===== src/rtl/alu_if.sv =====
// alu_if: operand/command bus between the ALU bench (master) and alu_core (slave).
interface alu_if #(
    parameter int WIDTH = 8,
    parameter int CMD_WIDTH = 4
);
    logic ce, mode, cin;
    logic [CMD_WIDTH-1:0] cmd;
    logic [1:0] inp_valid;
    logic [WIDTH-1:0] opa, opb;
    logic [WIDTH:0] res;
    logic cout, oflow, err, g, l, e;
    modport master(output ce, mode, cmd, inp_valid, opa, opb, cin,
                   input res, cout, oflow, err, g, l, e);
    modport slave(input ce, mode, cmd, inp_valid, opa, opb, cin,
                  output res, cout, oflow, err, g, l, e);
endinterface


===== src/rtl/alu_core.sv =====
// alu_core: registered ALU that gathers split operands and times out partial ops.
module alu_core #(
    parameter int WIDTH = 8,
    parameter int CMD_WIDTH = 4,
    parameter int TIMEOUT = 16
) (
    input logic clk,
    input logic rst,
    alu_if.slave bus
);
    localparam int SW = $clog2(WIDTH);
    localparam int CW = $clog2(TIMEOUT + 1);
    localparam int OW = WIDTH + 7;
    localparam logic [WIDTH-1:0] ONE = WIDTH'(1);
    localparam logic [OW-1:0] ERR = OW'(8);
    typedef enum logic {IDLE, WAIT} state_e;
    state_e state_q, state_d;
    logic [CW-1:0] cnt_q, cnt_d;
    logic [WIDTH-1:0] a_q, a_d, b_q, b_d, a, b;
    logic ha_q, ha_d, hb_q, hb_d, mode_q, mode_d, m;
    logic [CMD_WIDTH-1:0] cmd_q, cmd_d, c;
    logic [OW-1:0] out_q, out_d, o;
    logic [WIDTH:0] xa, xb, ci, r;
    logic [2*WIDTH-1:0] rl, rr;
    logic co, ov, er, gt, lt, eq;
    logic [1:0] nd;

    // {needs B, needs A}; unknown codes need nothing so they report err at once
    function automatic logic [1:0] need_f(input logic md, input logic [CMD_WIDTH-1:0] cd);
        int k;
        k = int'(cd);
        if (md) return (k <= 3 || k == 8) ? 2'b11 : k <= 5 ? 2'b01 : k <= 7 ? 2'b10 : 2'b00;
        return (k <= 5 || k == 12 || k == 13) ? 2'b11 :
               (k == 6 || k == 8 || k == 9) ? 2'b01 :
               (k == 7 || k == 10 || k == 11) ? 2'b10 : 2'b00;
    endfunction

    always_comb begin
        m = state_q == WAIT ? mode_q : bus.mode;
        c = state_q == WAIT ? cmd_q : bus.cmd;
        a = bus.inp_valid[0] ? bus.opa : a_q;
        b = bus.inp_valid[1] ? bus.opb : b_q;
        xa = {1'b0, a};
        xb = {1'b0, b};
        ci = {{WIDTH{1'b0}}, bus.cin};
        rl = {a, a} << b[SW-1:0];
        rr = {a, a} >> b[SW-1:0];
        r = '0;
        co = 1'b0;
        ov = 1'b0;
        er = 1'b0;
        gt = 1'b0;
        lt = 1'b0;
        eq = 1'b0;
        if (m) begin
            case (int'(c))
                0: begin r = xa + xb; co = r[WIDTH]; end
                1: begin r = xa - xb; ov = xa < xb; end
                2: begin r = xa + xb + ci; co = r[WIDTH]; end
                3: begin r = xa - xb - ci; ov = xa < xb + ci; end
                4: begin r = {1'b0, a + ONE}; ov = a == '1; end
                5: begin r = {1'b0, a - ONE}; ov = a == '0; end
                6: begin r = {1'b0, b + ONE}; ov = b == '1; end
                7: begin r = {1'b0, b - ONE}; ov = b == '0; end
                8: begin gt = a > b; lt = a < b; eq = a == b; end
                default: er = 1'b1;
            endcase
        end else begin
            case (int'(c))
                0: r = {1'b0, a & b};
                1: r = {1'b0, ~(a & b)};
                2: r = {1'b0, a | b};
                3: r = {1'b0, ~(a | b)};
                4: r = {1'b0, a ^ b};
                5: r = {1'b0, ~(a ^ b)};
                6: r = {1'b0, ~a};
                7: r = {1'b0, ~b};
                8: r = {1'b0, a >> 1};
                9: r = {1'b0, a << 1};
                10: r = {1'b0, b >> 1};
                11: r = {1'b0, b << 1};
                12: begin r = {1'b0, rl[2*WIDTH-1:WIDTH]}; er = |b[WIDTH-1:SW]; end
                13: begin r = {1'b0, rr[WIDTH-1:0]}; er = |b[WIDTH-1:SW]; end
                default: er = 1'b1;
            endcase
        end
        o = {r, co, ov, er, gt, lt, eq};
    end

    always_comb begin
        nd = need_f(m, c);
        state_d = state_q;
        cnt_d = cnt_q;
        out_d = out_q;
        a_d = a_q;
        b_d = b_q;
        ha_d = ha_q;
        hb_d = hb_q;
        mode_d = mode_q;
        cmd_d = cmd_q;
        if (bus.ce) begin
            a_d = a;
            b_d = b;
            ha_d = (state_q == WAIT && ha_q) || bus.inp_valid[0];
            hb_d = (state_q == WAIT && hb_q) || bus.inp_valid[1];
            if (state_q == IDLE) begin
                mode_d = bus.mode;
                cmd_d = bus.cmd;
                cnt_d = CW'(1);
                if ((nd & ~bus.inp_valid) == 2'b00) out_d = o;
                else if ((nd & bus.inp_valid) != 2'b00) state_d = WAIT;
            end else if (ha_d && hb_d) begin
                out_d = o;
                state_d = IDLE;
            end else if (cnt_q == CW'(TIMEOUT - 1)) begin
                out_d = ERR;
                state_d = IDLE;
            end else cnt_d = cnt_q + CW'(1);
        end
    end

    always_ff @(posedge clk or negedge rst) begin
        if (!rst) begin
            state_q <= IDLE;
            cnt_q <= '0;
            out_q <= '0;
            a_q <= '0;
            b_q <= '0;
            ha_q <= 1'b0;
            hb_q <= 1'b0;
            mode_q <= 1'b0;
            cmd_q <= '0;
        end else begin
            state_q <= state_d;
            cnt_q <= cnt_d;
            out_q <= out_d;
            a_q <= a_d;
            b_q <= b_d;
            ha_q <= ha_d;
            hb_q <= hb_d;
            mode_q <= mode_d;
            cmd_q <= cmd_d;
        end
    end

    assign bus.res = out_q[OW-1:6];
    assign bus.cout = out_q[5];
    assign bus.oflow = out_q[4];
    assign bus.err = out_q[3];
    assign bus.g = out_q[2];
    assign bus.l = out_q[1];
    assign bus.e = out_q[0];
endmodule

===== src/flat_wrapper.sv =====
// flat-port wrapper written by rule: the top's interface ports become plain ports
module alu_core_flat 
#(
    parameter int WIDTH = 8,
    parameter int CMD_WIDTH = 4,
    parameter int TIMEOUT = 16
)
  (clk, rst, bus_ce, bus_mode, bus_cmd, bus_inp_valid, bus_opa, bus_opb, bus_cin, bus_res, bus_cout, bus_oflow, bus_err, bus_g, bus_l, bus_e);
  alu_if #(.WIDTH(WIDTH), .CMD_WIDTH(CMD_WIDTH)) bus_i ();
  input logic clk;
  input logic rst;
  input wire logic [$bits(bus_i.ce)-1:0] bus_ce;
  input wire logic [$bits(bus_i.mode)-1:0] bus_mode;
  input wire logic [$bits(bus_i.cmd)-1:0] bus_cmd;
  input wire logic [$bits(bus_i.inp_valid)-1:0] bus_inp_valid;
  input wire logic [$bits(bus_i.opa)-1:0] bus_opa;
  input wire logic [$bits(bus_i.opb)-1:0] bus_opb;
  input wire logic [$bits(bus_i.cin)-1:0] bus_cin;
  output wire logic [$bits(bus_i.res)-1:0] bus_res;
  output wire logic [$bits(bus_i.cout)-1:0] bus_cout;
  output wire logic [$bits(bus_i.oflow)-1:0] bus_oflow;
  output wire logic [$bits(bus_i.err)-1:0] bus_err;
  output wire logic [$bits(bus_i.g)-1:0] bus_g;
  output wire logic [$bits(bus_i.l)-1:0] bus_l;
  output wire logic [$bits(bus_i.e)-1:0] bus_e;
  assign bus_i.ce = bus_ce;
  assign bus_i.mode = bus_mode;
  assign bus_i.cmd = bus_cmd;
  assign bus_i.inp_valid = bus_inp_valid;
  assign bus_i.opa = bus_opa;
  assign bus_i.opb = bus_opb;
  assign bus_i.cin = bus_cin;
  assign bus_res = bus_i.res;
  assign bus_cout = bus_i.cout;
  assign bus_oflow = bus_i.oflow;
  assign bus_err = bus_i.err;
  assign bus_g = bus_i.g;
  assign bus_l = bus_i.l;
  assign bus_e = bus_i.e;
  alu_core #(.WIDTH(WIDTH), .CMD_WIDTH(CMD_WIDTH), .TIMEOUT(TIMEOUT)) u_core (.clk(clk), .rst(rst), .bus(bus_i));
endmodule

===== config.mk =====
export PLATFORM = sky130hd
export DESIGN_NAME = alu_core_flat
export DESIGN_NICKNAME = d
export VERILOG_FILES = /design/src/rtl/alu_if.sv /design/src/rtl/alu_core.sv /design/src/flat_wrapper.sv
export SDC_FILE = /design/constraint.sdc
export NUM_CORES = 1
export LEC_CHECK = 0
export BUFFER_PORTS_ARGS = -buffer_cell sky130_fd_sc_hd__buf_2
export CELL_PAD_IN_SITES_DETAIL_PLACEMENT = 0
export CELL_PAD_IN_SITES_GLOBAL_PLACEMENT = 1
export CORE_AREA = 2 2 143 145
export CTS_BUF_LIST = sky130_fd_sc_hd__clkbuf_8
export DETAILED_ROUTE_END_ITERATION = 16
export DIE_AREA = 0 0 145 147
export PLACE_DENSITY = 0.69
export SLEW_MARGIN = 5
export SYNTH_ARGS = -nofsm -noshare
export SYNTH_HDL_FRONTEND = slang
export SYNTH_SLANG_ARGS = --single-unit

===== constraint.sdc =====
create_clock -name clk -period 3.5 [get_ports clk]
set_clock_uncertainty 0.05 [all_clocks]
set_input_delay 0.175 -clock clk [delete_from_list [all_inputs] [get_ports clk]]
set_output_delay 0.175 -clock clk [all_outputs]
set_load 0.005 [all_outputs]

Word level (Yosys, flattened, before mapping)
Cells that the tools add are included.

$lt $le $gt $ge: 7. Add/sub/neg operators: 10. Reduce and logical (&&, ||, !) cells: 24. Equal/unequal tests: 28. Muxes and demuxes: 41. Shifts and indexed selects: 2. Bitwise operators: 11.

Operators with widths (count): one-hot mux 8 bit (14 select lines) (1); one-hot mux 9 bit (8 select lines) (1); two-way mux 15 bit (4); == test 4 bit, second input constant (12); NOT 8 bit (5); == test 4 x 3 -> 1 bit, second input constant (6); two-way mux 1 bit (17); adder 8 x 1 -> 8 bit, second input constant (2); == test 8 bit, second input constant (2); zero test 8 bit (2); < comparator 8 bit (2); two-way mux 2 bit (8); two-way mux 8 bit (2); << shifter 16 x 3 -> 16 bit (1); right shift 16 x 3 -> 8 bit (1); subtractor 8 x 1 -> 8 bit, second input constant (2); two-way mux 5 bit (3); OR reduction 12 bit (1); adder 8 x 1 -> 9 bit (1); adder 8 x 8 -> 9 bit (1); adder 9 x 1 -> 9 bit (1); logical OR 1 bit (9); < comparator 8 x 9 -> 1 bit (1); two-way mux 9 bit (1); other kinds (28) (37).

Bits of input ports: 27. Bits in registers: 44. Output and inout bits: 15. Logic and storage cells: 132.

Logic depth before layout (Yosys ltp)
Depth after elaboration: 13. Mapped depth: 16. Depth with buffers taken out: 13.

Least setup slack after synthesis
No wires, ideal clock.

Path kind: input-to-reg. From: in bus_inp_valid[1]. To: reg u_core.out_q[14]. Data required time: 3319 ps. Setup time: 131 ps. Path buffers: 3. Stages on the path: 13. Path slack: -406 ps. Arrival time: 3725 ps. Cell sequence: buf_2 > mux2i_1 > clkbuf_1 > clkbuf_1 > ha_1 > and3_2 > a2111o_1 > xor2_1 > nand4_1 > or4_1 > a31oi_1 > nor2_1 > or3_1.

Longest elaborated chain between the ends: 7. Elaborated cells between the ends (all ways): 18. Classes of those cells: add/sub: 4; eq/ne: 1; mux: 6; bitwise: 2; reduce/logical: 5.

Ends and longest elaborated chain: from (decl) (RTL line flat_wrapper.sv:15) `input wire logic [$bits(bus_i.inp_valid)-1:0] bus_inp_valid;`; two-way mux 8 bit (RTL line alu_core.sv:42) `b = bus.inp_valid[1] ? bus.opb : b_q;`; subtractor 8 x 8 -> 9 bit / adder 8 x 8 -> 9 bit (equally long branches); subtractor 9 x 1 -> 9 bit / adder 9 x 1 -> 9 bit (equally long branches) (RTL line alu_core.sv:60, alu_core.sv:59); one-hot mux 9 bit (8 select lines) (RTL line alu_core.sv:56) `case (int'(c))`; two-way mux 9 bit (RTL line alu_core.sv:55) `if (m) begin`; two-way mux 15 bit, on equally long branches (RTL line alu_core.sv:110, alu_core.sv:112); two-way mux 15 bit (RTL line alu_core.sv:106) `if (state_q == IDLE) begin`; to (signal assigned) (RTL line alu_core.sv:136) `out_q <= out_d;`; to (decl) (RTL line alu_core.sv:22) `logic [OW-1:0] out_q, out_d, o;`.

Parallel ways exist; a longest one is shown, timed or not. The select of a mux whose other input is x is not followed. A chain may end at the register's enable or synchronous reset.

Worst setup path after layout
From: reg u_core.b_q[3]. To: reg u_core.out_q[14].

Longest elaborated chain between the ends: 7. Elaborated cells between the ends (all ways): 10. Classes of those cells: add/sub: 4; mux: 6.

Ends and longest elaborated chain: from (decl) (RTL line alu_core.sv:19) `logic [WIDTH-1:0] a_q, a_d, b_q, b_d, a, b;`; from (signal assigned) (RTL line alu_core.sv:128) `b_q <= '0;`; from (signal assigned) (RTL line alu_core.sv:138) `b_q <= b_d;`; two-way mux 8 bit * (RTL line alu_core.sv:42); subtractor 8 x 8 -> 9 bit / adder 8 x 8 -> 9 bit (equally long branches); subtractor 9 x 1 -> 9 bit / adder 9 x 1 -> 9 bit (equally long branches) (RTL line alu_core.sv:60, alu_core.sv:59); one-hot mux 9 bit (8 select lines) * (RTL line alu_core.sv:56); two-way mux 9 bit * (RTL line alu_core.sv:55); two-way mux 15 bit, on equally long branches (RTL line alu_core.sv:110, alu_core.sv:112); two-way mux 15 bit * (RTL line alu_core.sv:106).

Every way passes the cells marked *; elsewhere a longest branch is shown, timed or not. The select of a mux whose other input is x is not followed.

==> flow_metrics.env <==
export IMPL_status="finished clean"
export IMPL_reg2regPathDepth=10
export IMPL_syn2layout_area_growth_pct=25.4
export IMPL_post_route_min_period_ns=3.37
export IMPL_critPathRequiredTime_ns=3.64
export IMPL_slew_violations=0
export IMPL_hp_class="input pin to flop"
export IMPL_cts_buffer_depth=2
export IMPL_synth_edf_count=0
export IMPL_yosys_area_top_type="dfrtp_1"
export IMPL_finalHoldViolCount=0
export IMPL_routed_wl_mm=24.4
export IMPL_syn_area_per_cell_um2=7.73
export IMPL_synthCells=759
export IMPL_worstSetupEndpointType="flop"
export IMPL_final_nets=977
export IMPL_synthTopCellsByCount="87 x nor2_1, 65 x nand2_1, 62 x a21oi_1, 60 x ha_1, 44 x dfrtp_1"
export IMPL_rsz0062_at_grt="no"
export IMPL_grt_max_degree=49
export IMPL_tritoncts="yes"
export IMPL_start_kind="flop"
export IMPL_synth_top_cell_area_share=0.188
export IMPL_crit_path_start="u_core.b_q[3]"
export IMPL_core_um2=19800
export IMPL_cp_depth=10
export IMPL_maxCapViolations=0
export IMPL_post_place_ws_ns=-0.218
export IMPL_io_pins=42
export IMPL_overflow=0
export IMPL_die_area_um2=21300
export IMPL_ys_ff_latch=44
export IMPL_track_usage=0.230
export IMPL_synth_ff_type="dfrtp_1"
export IMPL_wl_per_cell_um=21.1
export IMPL_finalPower_w=0.00408
export IMPL_peakVddDrop_uv=176
export IMPL_cp_max_fo=5
export IMPL_crit_type="flop to flop"
export IMPL_grt_pass1_vias=6143
export IMPL_num_rows=52
export IMPL_place_gp_congestion=1.06
export IMPL_clk_latency_ns=0.31
export IMPL_reg2reg_from="u_core.b_q[3]"
export IMPL_cts_buffers=5
export IMPL_p_leak_nw=3.28
export IMPL_path_delay_family="simple AND/OR/NAND/NOR gates"
export IMPL_dr_pass1_iters=6
export IMPL_synthTopCellsByArea="dfrtp_1 19%, ha_1 13%, nor2_1 5.6%"
export IMPL_ant_nets=0
export IMPL_crit_arrival_ns=3.51
export IMPL_die_h_um=147
export IMPL_crit_chain="mux2i_2, ha_1, and3_2, a2111o_1, o31ai_4, xnor2_1, or4_1, a31oi_1, nor2_1, or3_1"
export IMPL_clockRootBuffer="clkbuf_8"
export IMPL_fin_tns_setup_ns=0
export IMPL_yosysUniqueCellTypes=74
export IMPL_worstMarginPinSlew_ns=0.985
export IMPL_setup_viol=0
export IMPL_fin_crit_sh=0.964
export IMPL_slew_headroom=0.344
export IMPL_synthArstFlopShare=1.00
export IMPL_r2r_end="u_core.out_q[14]"
export IMPL_max_stage_delay_ns=0.54
export IMPL_utilization=0.371
export IMPL_max_freq_mhz=296
export IMPL_synth_most_common_cell="nor2_1"
export IMPL_die_x_um=145
export IMPL_drt_iter0_markers=567
export IMPL_filler_cell_count=2120
export IMPL_htreeDepth=2
export IMPL_antenna_cells=0
export IMPL_start_util=0.296
export IMPL_clock_sinks=44
export IMPL_power_density_nw_per_um2=554
export IMPL_cp_endpoint="u_core.out_q[14]"
export IMPL_io_buffers=41
export IMPL_yosysWarnings=0
export IMPL_dpl_hpwl_mm=19.8
export IMPL_netlist_area_um2=5870
export IMPL_vias=6378
export IMPL_drc=0
export IMPL_grt_first_pass_wirelength_mm=38.0
export IMPL_ys_seq_area_frac=0.188
export IMPL_r2r_slack_ns=0.13
export IMPL_clk_pin_slew_ns=0.09
export IMPL_viasPerCell=5.51
export IMPL_place_area_um2=7170
export IMPL_drive_above_1_share=0.233
export IMPL_setup_slack_ns=0.127
export IMPL_antenna_found_initial=0
export IMPL_fin_area_um2=7360
export IMPL_cp_slowest_cell="a2111o_1"
export IMPL_crit_buf_inv=0
export IMPL_synth_nets=850
==> state kept, by name, summed over array words and instances (netlist names) <==
name            count
u_core.out_q       15
u_core.a_q          8
u_core.b_q          8
u_core.cnt_q        5
u_core.cmd_q        4
u_core.ha_q         1
u_core.hb_q         1
u_core.mode_q       1
u_core.state_q      1
==> stage by stage <==
step	hold WS, ns	std cells
after global placement	0.334	1148
final	0.153	1157
after detailed placement	0.334	1148
after CTS	0.147	1157
after floorplan	-0.171	759
after global routing	0.156	1157
==> area by class of cell <==
class	instances	area, um2	share of cell area
clock buffers	6	82.6	0.0112
clock inverters	2	38.8	0.00527
inverters	37	139	0.0189
multi-input cells	641	4570	0.620
flip-flops and latches	44	1100	0.150
well taps	270	338	0.0459
repair buffers	157	1090	0.149
==> timing repair <==
action | 4_1_cts | 5_1_grt
pin swaps | 0 | 3
hold endpoints to repair | 10 | 0
resized for setup | 3 | 15
setup endpoints to repair | 2 | 7
hold buffers | 1 | 0
setup buffers | 0 | 0
==> layer usage <==
layer	share of wire	vias to the layer above	wire length [um]	track usage
li1	-	3085	-	-
met1	0.47	3027	11600	0.333
met2	0.45	239	11000	0.370
met3	0.059	27	1440	0.0236
met4	0.019	0	458	0.0500
met5	0	-	0	0
==> cell usage in the layout, fill, tap and decap left out, drive strengths merged, types with 7 or more instances in the layout <==
cell	instances
a2111oi	7
a211oi	16
a21o	7
a21oi	62
a221oi	9
a22oi	8
a31oi	10
buf	156
dfrtp	44
ha	60
inv	37
mux2i	33
nand2	65
nand3	15
nand4	8
nor2	87
nor3	22
o211ai	7
o21a	10
o21ai	36
o221ai	10
o22ai	17
xnor2	26
xor2	13
==> tightest hold or removal path, cell delays in order <==
cell,delay [ns]
buf_2,0.08
inv_1,0.08
o2bb2ai_1,0.13
==> power by group <==
group | switching [W] | internal [W]
sequential | 0.000102 | 0.000624
combinational | 0.00171 | 0.00122
clock | 0.000190 | 0.000234
total | 0.00200 | 0.00208
==> cells by family after synthesis <==
kind of cell,share of synthesized area
flops,0.188
fa+ha+maj,0.142
mux,0.0684
simple gates,0.194
buf+inv,0.0507
xor+xnor,0.0582
compound gates,0.300
==> worst min path at each step <==
stage,cells after the start,end,start
3_3_place_gp,1,u_core.a_q[0],rst
5_1_grt,3,u_core.cnt_q[1],bus_ce
4_1_cts,3,u_core.cnt_q[1],bus_ce
3_5_place_dp,1,u_core.a_q[0],rst
2_1_floorplan,0,u_core.a_q[0],rst
6_report,3,u_core.cnt_q[1],bus_ce
(Power assumes the default switching activity.)
